`src/rtl/fetch_pkg.sv`:
```
// -----------------------------------------------------------------------------
// fetch_pkg
// Shared constants and types for the instruction fetch stage.
//   ADDR_W        : PC / ROM address width
//   INST_W        : instruction width
//   RESET_PC      : first fetch address after reset
//   FIFO_DEPTH    : default skid FIFO depth
//   fetch_entry_t : one fetched instruction tagged with its address
// -----------------------------------------------------------------------------
package fetch_pkg;

    localparam int ADDR_W     = 16;
    localparam int INST_W     = 24;
    localparam int FIFO_DEPTH = 2;
    localparam logic [ADDR_W-1:0] RESET_PC = 16'h0000;

    typedef struct packed {
        logic [INST_W-1:0] inst;
        logic [ADDR_W-1:0] pc;
    } fetch_entry_t;

endpackage

```
`src/rtl/fetch_fifo.sv`:
```
// -----------------------------------------------------------------------------
// fetch_fifo
// DEPTH-entry circular buffer of fetch entries sitting between the ROM return
// path and the decode input. The head entry is visible combinationally so the
// core sees an instruction in the same cycle it becomes the oldest entry.
//
// Ports:
//   clk     : clock, all state on rising edge
//   reset   : asynchronous, active-low; clears pointers, count and storage
//   push    : write data_in at the tail
//   pop     : retire the head entry
//   flush   : discard all entries (wins over push/pop)
//   data_in : entry to write
//   count   : number of live entries (0..DEPTH)
//   head    : oldest entry
// -----------------------------------------------------------------------------
module fetch_fifo
    import fetch_pkg::*;
#(
    parameter int  DEPTH   = FIFO_DEPTH,
    parameter type entry_t = fetch_entry_t,
    localparam int CW      = $clog2(DEPTH) + 1
) (
    input  logic          clk,
    input  logic          reset,
    input  logic          push,
    input  logic          pop,
    input  logic          flush,
    input  entry_t        data_in,
    output logic [CW-1:0] count,
    output entry_t        head
);

    localparam int PW = $clog2(DEPTH);

    entry_t        mem_reg [DEPTH];
    logic [PW-1:0] wr_ptr_reg;
    logic [PW-1:0] rd_ptr_reg;
    logic [CW-1:0] count_reg;

    // Pointers and occupancy. DEPTH is a power of two, so the pointers wrap
    // by natural overflow.
    always_ff @(posedge clk or negedge reset) begin
        if (!reset) begin
            wr_ptr_reg <= '0;
            rd_ptr_reg <= '0;
            count_reg  <= '0;
        end else if (flush) begin
            wr_ptr_reg <= '0;
            rd_ptr_reg <= '0;
            count_reg  <= '0;
        end else begin
            if (push) begin
                wr_ptr_reg <= wr_ptr_reg + PW'(1);
            end
            if (pop) begin
                rd_ptr_reg <= rd_ptr_reg + PW'(1);
            end
            // Push and pop together (including on a full FIFO) leave the
            // occupancy unchanged.
            case ({push, pop})
                2'b10:   count_reg <= count_reg + CW'(1);
                2'b01:   count_reg <= count_reg - CW'(1);
                default: count_reg <= count_reg;
            endcase
        end
    end

    // Storage is cleared on reset so the head reads as zero straight away.
    always_ff @(posedge clk or negedge reset) begin
        if (!reset) begin
            for (int i = 0; i < DEPTH; i++) begin
                mem_reg[i] <= '0;
            end
        end else if (push && !flush) begin
            mem_reg[wr_ptr_reg] <= data_in;
        end
    end

    assign count = count_reg;
    assign head  = mem_reg[rd_ptr_reg];

endmodule

```
`src/rtl/fetch_unit.sv`:
```
// -----------------------------------------------------------------------------
// fetch_unit
// Instruction fetch stage between a synchronous instruction ROM and the
// decode input. Generates the PC, drives the ROM address, captures returning
// ROM data into a skid FIFO and presents one PC-tagged instruction per cycle.
// Absorbs decode stalls and flushes on branch/jump redirects.
//
// Ports:
//   clk         : clock, all state on rising edge
//   reset       : asynchronous, active-low
//   stall       : core cannot accept an instruction this cycle
//   redirect    : taken branch/jump; flush and refetch from redirect_pc
//   redirect_pc : redirect target
//   rom_addr    : ROM address, sampled by the ROM at the next rising edge
//   rom_data    : ROM read data, valid the cycle after its address
//   instr       : instruction at the FIFO head
//   instr_pc    : address of instr
//   instr_valid : instr/instr_pc hold a live instruction
// -----------------------------------------------------------------------------
module fetch_unit #(
    parameter int                ADDR_W   = fetch_pkg::ADDR_W,
    parameter int                INST_W   = fetch_pkg::INST_W,
    parameter int                DEPTH    = fetch_pkg::FIFO_DEPTH,
    parameter logic [ADDR_W-1:0] RESET_PC = fetch_pkg::RESET_PC
) (
    input  logic              clk,
    input  logic              reset,
    input  logic              stall,
    input  logic              redirect,
    input  logic [ADDR_W-1:0] redirect_pc,
    output logic [ADDR_W-1:0] rom_addr,
    input  logic [INST_W-1:0] rom_data,
    output logic [INST_W-1:0] instr,
    output logic [ADDR_W-1:0] instr_pc,
    output logic              instr_valid
);

    import fetch_pkg::*;

    // Local entry type so non-default widths still pack correctly.
    typedef struct packed {
        logic [INST_W-1:0] inst;
        logic [ADDR_W-1:0] pc;
    } entry_t;

    localparam int CW = $clog2(DEPTH) + 1;
    // One extra bit so count + inflight cannot overflow before the compare.
    localparam int OW = CW + 1;

    logic [ADDR_W-1:0] pc_reg;
    logic [ADDR_W-1:0] pc_next;
    logic [ADDR_W-1:0] req_pc_reg;
    logic [ADDR_W-1:0] req_pc_next;
    logic              inflight_reg;
    logic              inflight_next;

    logic [CW-1:0]     count;
    entry_t            head;
    entry_t            push_entry;
    logic              pop;
    logic              push;
    logic              issue;
    logic [OW-1:0]     occupancy;

    assign instr_valid = (count != '0);
    assign pop         = instr_valid & ~stall & ~redirect;

    // A ROM return is only kept if no redirect is flushing this cycle.
    assign push        = inflight_reg & ~redirect;
    assign push_entry  = '{inst: rom_data, pc: req_pc_reg};

    // Slots that will be occupied after this edge, counting the request
    // already in flight. Issuing only while this is below DEPTH guarantees a
    // returning word always finds room in the FIFO. pop implies count >= 1,
    // so the subtraction never underflows.
    assign occupancy   = OW'(count) + OW'(inflight_reg) - OW'(pop);
    assign issue       = redirect | (occupancy < OW'(DEPTH));

    // The redirect target goes to the ROM in the same cycle, saving a cycle
    // of redirect penalty.
    assign rom_addr    = redirect ? redirect_pc : pc_reg;

    always_comb begin
        pc_next       = pc_reg;
        req_pc_next   = req_pc_reg;
        inflight_next = 1'b0;
        if (issue) begin
            inflight_next = 1'b1;
            req_pc_next   = rom_addr;
            pc_next       = rom_addr + ADDR_W'(1);   // wraps modulo 2^ADDR_W
        end
    end

    always_ff @(posedge clk or negedge reset) begin
        if (!reset) begin
            pc_reg       <= RESET_PC;
            req_pc_reg   <= '0;
            inflight_reg <= 1'b0;
        end else begin
            pc_reg       <= pc_next;
            req_pc_reg   <= req_pc_next;
            inflight_reg <= inflight_next;
        end
    end

    fetch_fifo #(
        .DEPTH   (DEPTH),
        .entry_t (entry_t)
    ) u_fifo (
        .clk     (clk),
        .reset   (reset),
        .push    (push),
        .pop     (pop),
        .flush   (redirect),
        .data_in (push_entry),
        .count   (count),
        .head    (head)
    );

    assign instr    = head.inst;
    assign instr_pc = head.pc;

endmodule

```
`config.mk`:
```
export PLATFORM = sky130hd
export DESIGN_NAME = fetch_unit
export DESIGN_NICKNAME = d
export VERILOG_FILES = /design/src/rtl/fetch_pkg.sv /design/src/rtl/fetch_fifo.sv /design/src/rtl/fetch_unit.sv
export SDC_FILE = /design/constraint.sdc
export NUM_CORES = 1
export LEC_CHECK = 0
export CORE_MARGIN = 3
export CORE_UTILIZATION = 55
export CTS_BUF_LIST = sky130_fd_sc_hd__clkbuf_4 sky130_fd_sc_hd__clkbuf_8
export DETAILED_ROUTE_END_ITERATION = 10
export PLACE_DENSITY = 0.92
export SYNTH_ARGS = -nofsm -noshare
export SYNTH_HDL_FRONTEND = slang
export SYNTH_HIERARCHICAL = 1
export SYNTH_SLANG_ARGS = --single-unit
```
`constraint.sdc`:
```
create_clock -name clk -period 3.3 [get_ports clk]
set_input_delay 0.66 -clock clk [delete_from_list [all_inputs] [get_ports clk]]
set_output_delay 0.66 -clock clk [all_outputs]
set_load 0.01 [all_outputs]
```
Word level (Yosys, flattened, before mapping)

Index checks and enable logic that the tools add are counted.

Add/subtract/negate cells: 7
Magnitude comparators: 4
Equality and inequality tests: 2
Muxes and demuxes: 14
Bitwise logic cells: 8
Reduce and logical (&&, ||, !) cells: 7

Operator list:

| kind                  | number |
|---|---|
| $mux 40               | 4 |
| $bwmux 80             | 1 |
| $demux 40 s1          | 1 |
| $add 16x1->16 const B | 1 |
| $mux 16               | 1 |
| $reduce_bool 2->1     | 3 |
| $mux 1                | 5 |
| $ge 2x2->1 const B    | 2 |
| $not 1->2             | 2 |
| $pmux 2 s2            | 1 |
| $add 2x1->3           | 1 |
| $and 1x1->1           | 3 |
| $lt 3x2->1 const B    | 1 |
| $reduce_bool 3->1     | 1 |
| $sub 3x1->3           | 1 |
| $add 1x1->1 const B   | 2 |
| $add 2x1->2 const B   | 1 |
| $eq 2x1->1 const B    | 1 |
| $eq 2x2->1 const B    | 1 |
| $logic_and 1x1->1     | 2 |
| $lt 2x1->1 const B    | 1 |
| $mux 2                | 1 |
| $not 1->1             | 2 |
| $sub 2x1->2 const B   | 1 |
| 2 further kinds       | 2 |

Flip-flop bits (word level): 117
Output and inout bits: 57
Logic and storage cells: 52

Longest topological paths before layout

Depth after elaboration: 7
Gate-level depth with buffers: 13

By module

The synthesis kept the hierarchy.

By module, submodules not included:

| module     | times used | cells an instance | area each (um^2) |
|---|---|---|---|
| fetch_fifo | 1          | 231               | 3,658.5 |
| fetch_unit | 1          | 210               | 1,966.9 |

Worst setup path after synthesis

OpenSTA, ideal clock, no wires.

Kind: input port to flip-flop
Start point: input port redirect
End point: register req_pc_reg[1]
Arrival time: 3,260 ps
Required time: 3,175 ps
Path slack: -85 ps
Cell stages on the path: 11
Cells stage by stage: buf_2 buf_2 a211oi_1 ha_1 nor2b_1 fa_1 o21ba_2 buf_2 inv_1 buf_2 mux2_2

Longest elaborated chain between the ends: 5
Elaborated cells on any way between the ends: 6
Classes of those cells: add/sub: 1; order compare: 1; mux: 1; bitwise: 3

RTL lines:

| what                 | RTL line          | RTL |
|---|---|---|
| from (decl)          | fetch_unit.sv:29  | `input logic redirect,` |
| $not 1->1            | fetch_unit.sv:66  | `assign pop = instr_valid & ~stall & ~redirect;` |
| $and 1x1->1          | fetch_unit.sv:66  |  |
| named net pop        | fetch_unit.sv:60  | `logic pop;` |
| $sub 3x1->3          | fetch_unit.sv:76  | `assign occupancy = OW'(count) + OW'(inflight_reg) - OW'(pop);` |
| $lt 3x2->1           | fetch_unit.sv:77  | `assign issue = redirect \| (occupancy < OW'(DEPTH));` |
| $or 1x1->1           | fetch_unit.sv:77  |  |
| to (signal assigned) | fetch_unit.sv:101 | `req_pc_reg <= req_pc_next;` |
| to (decl)            | fetch_unit.sv:52  | `logic [ADDR_W-1:0] req_pc_reg;` |

The timed path passes the listed nets, and every way through them passes these cells.
A chain may end at the register's enable or synchronous reset.

Final worst setup path

Start point: register u_fifo.rd_ptr_reg
End point: output port instr_pc[8]

Longest elaborated chain between the ends: 4

RTL lines:

| what                                        | RTL line         | RTL |
|---|---|---|
| from (decl)                                 | fetch_fifo.sv:38 | `logic [PW-1:0] rd_ptr_reg;` |
| from (signal assigned)                      | fetch_fifo.sv:57 | `rd_ptr_reg <= rd_ptr_reg + PW'(1);` |
| $not 1->2 (implied by the code)             | fetch_fifo.sv:81 | `assign head = mem_reg[rd_ptr_reg];` |
| $mux 40 (implied by the code) (3 in series) | fetch_fifo.sv:81 |  |
| to (decl)                                   | fetch_unit.sv:34 | `output logic [ADDR_W-1:0] instr_pc,` |

No other way between the ends. The select of a mux whose other input is x is not followed.

==> metrics.md <==
| Metric | Value |
|---|---|
| Outcome | `finished, final reports clean` |
| Peak per-stage delay on the critical path | `0.73 ns` |
| Worst path cell trace | `buf_12, mux2_2, clkdlybuf4s50_1` |
| Drt pass-1 iters | `6` |
| Top cell type's share of synthesized area | `0.520` |
| Fill cells | `670` |
| Worst path slowest cell | `dfrtp_2` |
| Vias after detailed routing | `3958` |
| Final hold viol count | `0` |
| Gr ovfl total | `0` |
| Placed insts | `661` |
| Max Fclk | `~0.34 GHz` |
| Initial cell density of the core | `0.570` |
| Port Buffers | `100` |
| Mean post-synth cell area | `12.8 µm²` |
| Netlist Area Pre-Place | `5630 µm²` |
| Cts bufs inserted | `17` |
| Setup ws final | `0.394 ns` |
| Die span in x | `107 µm` |
| Worst Path Arrival | `2.25 ns` |
| CTS tree | `done` |
| Final core occ | `0.733` |
| Hold Path Class | `in2async` |
| DIE AREA | `between 10000 and 15000 µm²` |
| Initial drt markers | `231` |
| Routed Antenna Nets | `0` |
| Commonest non-fill, non-tap cell in the layout | `mux2_2` |
| Synth Flop Type | `dfrtp_1` |
| FP Rows | `36` |
| Final Skew | `0.00893 ns` |
| CP startpoint kind | `flop` |
| Number of global-route vias before repair | `4192` |
| Synth top area cells | `dfrtp_1 52%, mux2_2 24%, nor2_1 2.2%` |
| Max IR drop VDD | `between 0.4 and 0.5 mV` |
| Commonest cells after routing, fill and taps aside | `122 x mux2_2, 116 x dfrtp_1, 98 x clkdlybuf4s50_1` |
| Pwr Density | `954 nW/µm²` |
| Final worst-path cycle share | `0.881` |
| First-pass GRT wire length | `roughly 20000 µm` |
| Final TNS setup | `0 ns` |
| Clk slew on worst S/H paths | `0.06 ns` |
| Cells after synthesis | `441` |
| Post-CTS Setup Inserts | `0` |
| Unique masters post-synth | `50` |
| Total power | `6.90 mW` |
| Root buf cell | `clkbuf_8` |
| Actual slew at the worst max-slew pin | `0.771 ns` |
| Register area share after synthesis | `0.520` |
| GRT Util Overall | `0.223` |
| Crit path max fanout | `22` |
| Core outline area | `9860 µm²` |
| Flops & latches, synth | `117` |
| Num ports | `101` |
| Final Wtd Congestion | `0.906` |
| # clock sinks | `roughly 120` |
| Average routed wire per standard cell | `between 15 and 20 µm` |
| Slew HR | `0.486` |
| Dpl hpwl | `around 8100 µm` |
| Worst-Skew Late Latency | `0.42 ns` |
| Share of post-route cells with drive strength above 1 | `0.313` |
| Layout overhead on the synthesized area | `28.5%` |
| ANT cells | `0` |
| Cts hold-fix bufs | `0` |
| Vias/cell | `5.71` |
| Drt total wl | `approximately 12000 µm` |
| Finished Layout Cells | `693` |
| Post-CTS sizing | `0` |
| H-tree levels | `4` |
| Syn Nets | `488` |
| Crit-path leading delay family | `buffers and inverters` |
| Total of max-cap violations | `0` |
| Yosys warning count | `6` |
| Post-synth EDFFs | `0` |
| Largest net degree at the start of global routing | `63` |
| Max reg flops | `80` |
| Setup CP Type | `reg2out` |
| Chip height | `between 100 and 150 µm` |
| Setup crit end kind | `output pin` |
| Fraction of registers with async set/reset | `1.00` |
| DP Worst Slack | `0.114 ns` |
| Setup violations, final | `0` |
| Critical path buffers and inverters | `2` |
| Longest Clk Path Bufs | `2` |
| Post-route DRC | `0` |
| Final net count | `just under 600` |
| Slew Viols, Final | `0` |
| Cell taking the most area after synthesis | `dfrtp_1` |
| Initial antenna violation count | `0` |
| Unrepaired setup endpoints after global routing | `false` |
| Leakage Power | `3.08 nW` |
| Worst EP required | `2.64 ns` |
| Min Tclk post-route | `2.91 ns` |
[routing by layer]
metal,global-route usage,wire [µm]
met3,0.0704,829
met5,0,0
met2,0.371,5920
met1,0.282,5300
met4,0.0594,180
[cells by family (layout without fill, tap and decap cells)]
logic type               Yosys count  count (layout)  synth area share
multiplexers                     138             138             0.274
flip-flops                       117             117             0.520
AND/OR/NAND/NOR                   86              86            0.0879
AO/OA/AOI/OAI                     48              48            0.0560
buffers and inverters             40             159            0.0394
XOR/XNOR                           9               9            0.0140
adder cells (fa/ha/maj)            3               3           0.00801
[stage by stage]
| step | cell area, µm² | hold slack (ns) |
|---|---|---|
| after CTS | 7230 | 0.321 |
| after global routing | 7230 | 0.351 |
| after detailed placement | 6760 | 0.477 |
| after floorplan | 5630 | 0.364 |
| after global placement | 6760 | 0.459 |
| final | 7230 | 0.319 |
[power breakdown]
part | leakage, nW | internal, mW | total [mW] | switching [mW]
logic | 1.46 | 1.62 | 2.77 | 1.16
clock network | 0.238 | 0.950 | 1.49 | 0.539
registers | 1.38 | 2.16 | 2.63 | 0.475
[cells in the mapped netlist (3+ instances only)]
cell,count
nand2_1,14
mux2_1,3
buf_2,9
and3_1,3
nand3_1,5
dfrtp_1,117
buf_4,4
nor2_1,33
buf_6,6
nand4b_1,3
xnor2_1,7
a21oi_1,20
and4_1,4
o31ai_1,6
inv_1,16
nand3b_1,5
mux2i_1,12
mux2_2,122
nor3_1,3
clkbuf_1,5
[worst paths after layout]
kind                                    startpoint                  to  slack, ns  depth (start not counted)
max in group asynchronous                    reset  u_fifo/mem_reg[40]       2.25                          2
worst max-delay path             u_fifo/rd_ptr_reg         instr_pc[8]       0.39                          3
min in group clk                u_fifo/mem_reg[48]  u_fifo/mem_reg[48]       0.49                          1
worst min register to register  u_fifo/mem_reg[48]  u_fifo/mem_reg[48]       0.49                          1
worst min-delay path                         reset  u_fifo/mem_reg[57]       0.32                          1
worst max register to register     u_fifo/count[0]      req_pc_reg[11]       0.65                         10
[final cells by class]
type / count / area [µm²] / area share
flip-flops and latches: 117 / 2930 / 0.405
multi-input cells: 284 / 2480 / 0.343
repair buffers: 111 / 1130 / 0.156
clock buffers: 24 / 324 / 0.0448
well taps: 133 / 166 / 0.0230
clock inverters: 8 / 143 / 0.0197
inverters: 16 / 60.1 / 0.00831
No activity file was read; power rests on OpenSTA's default activity.
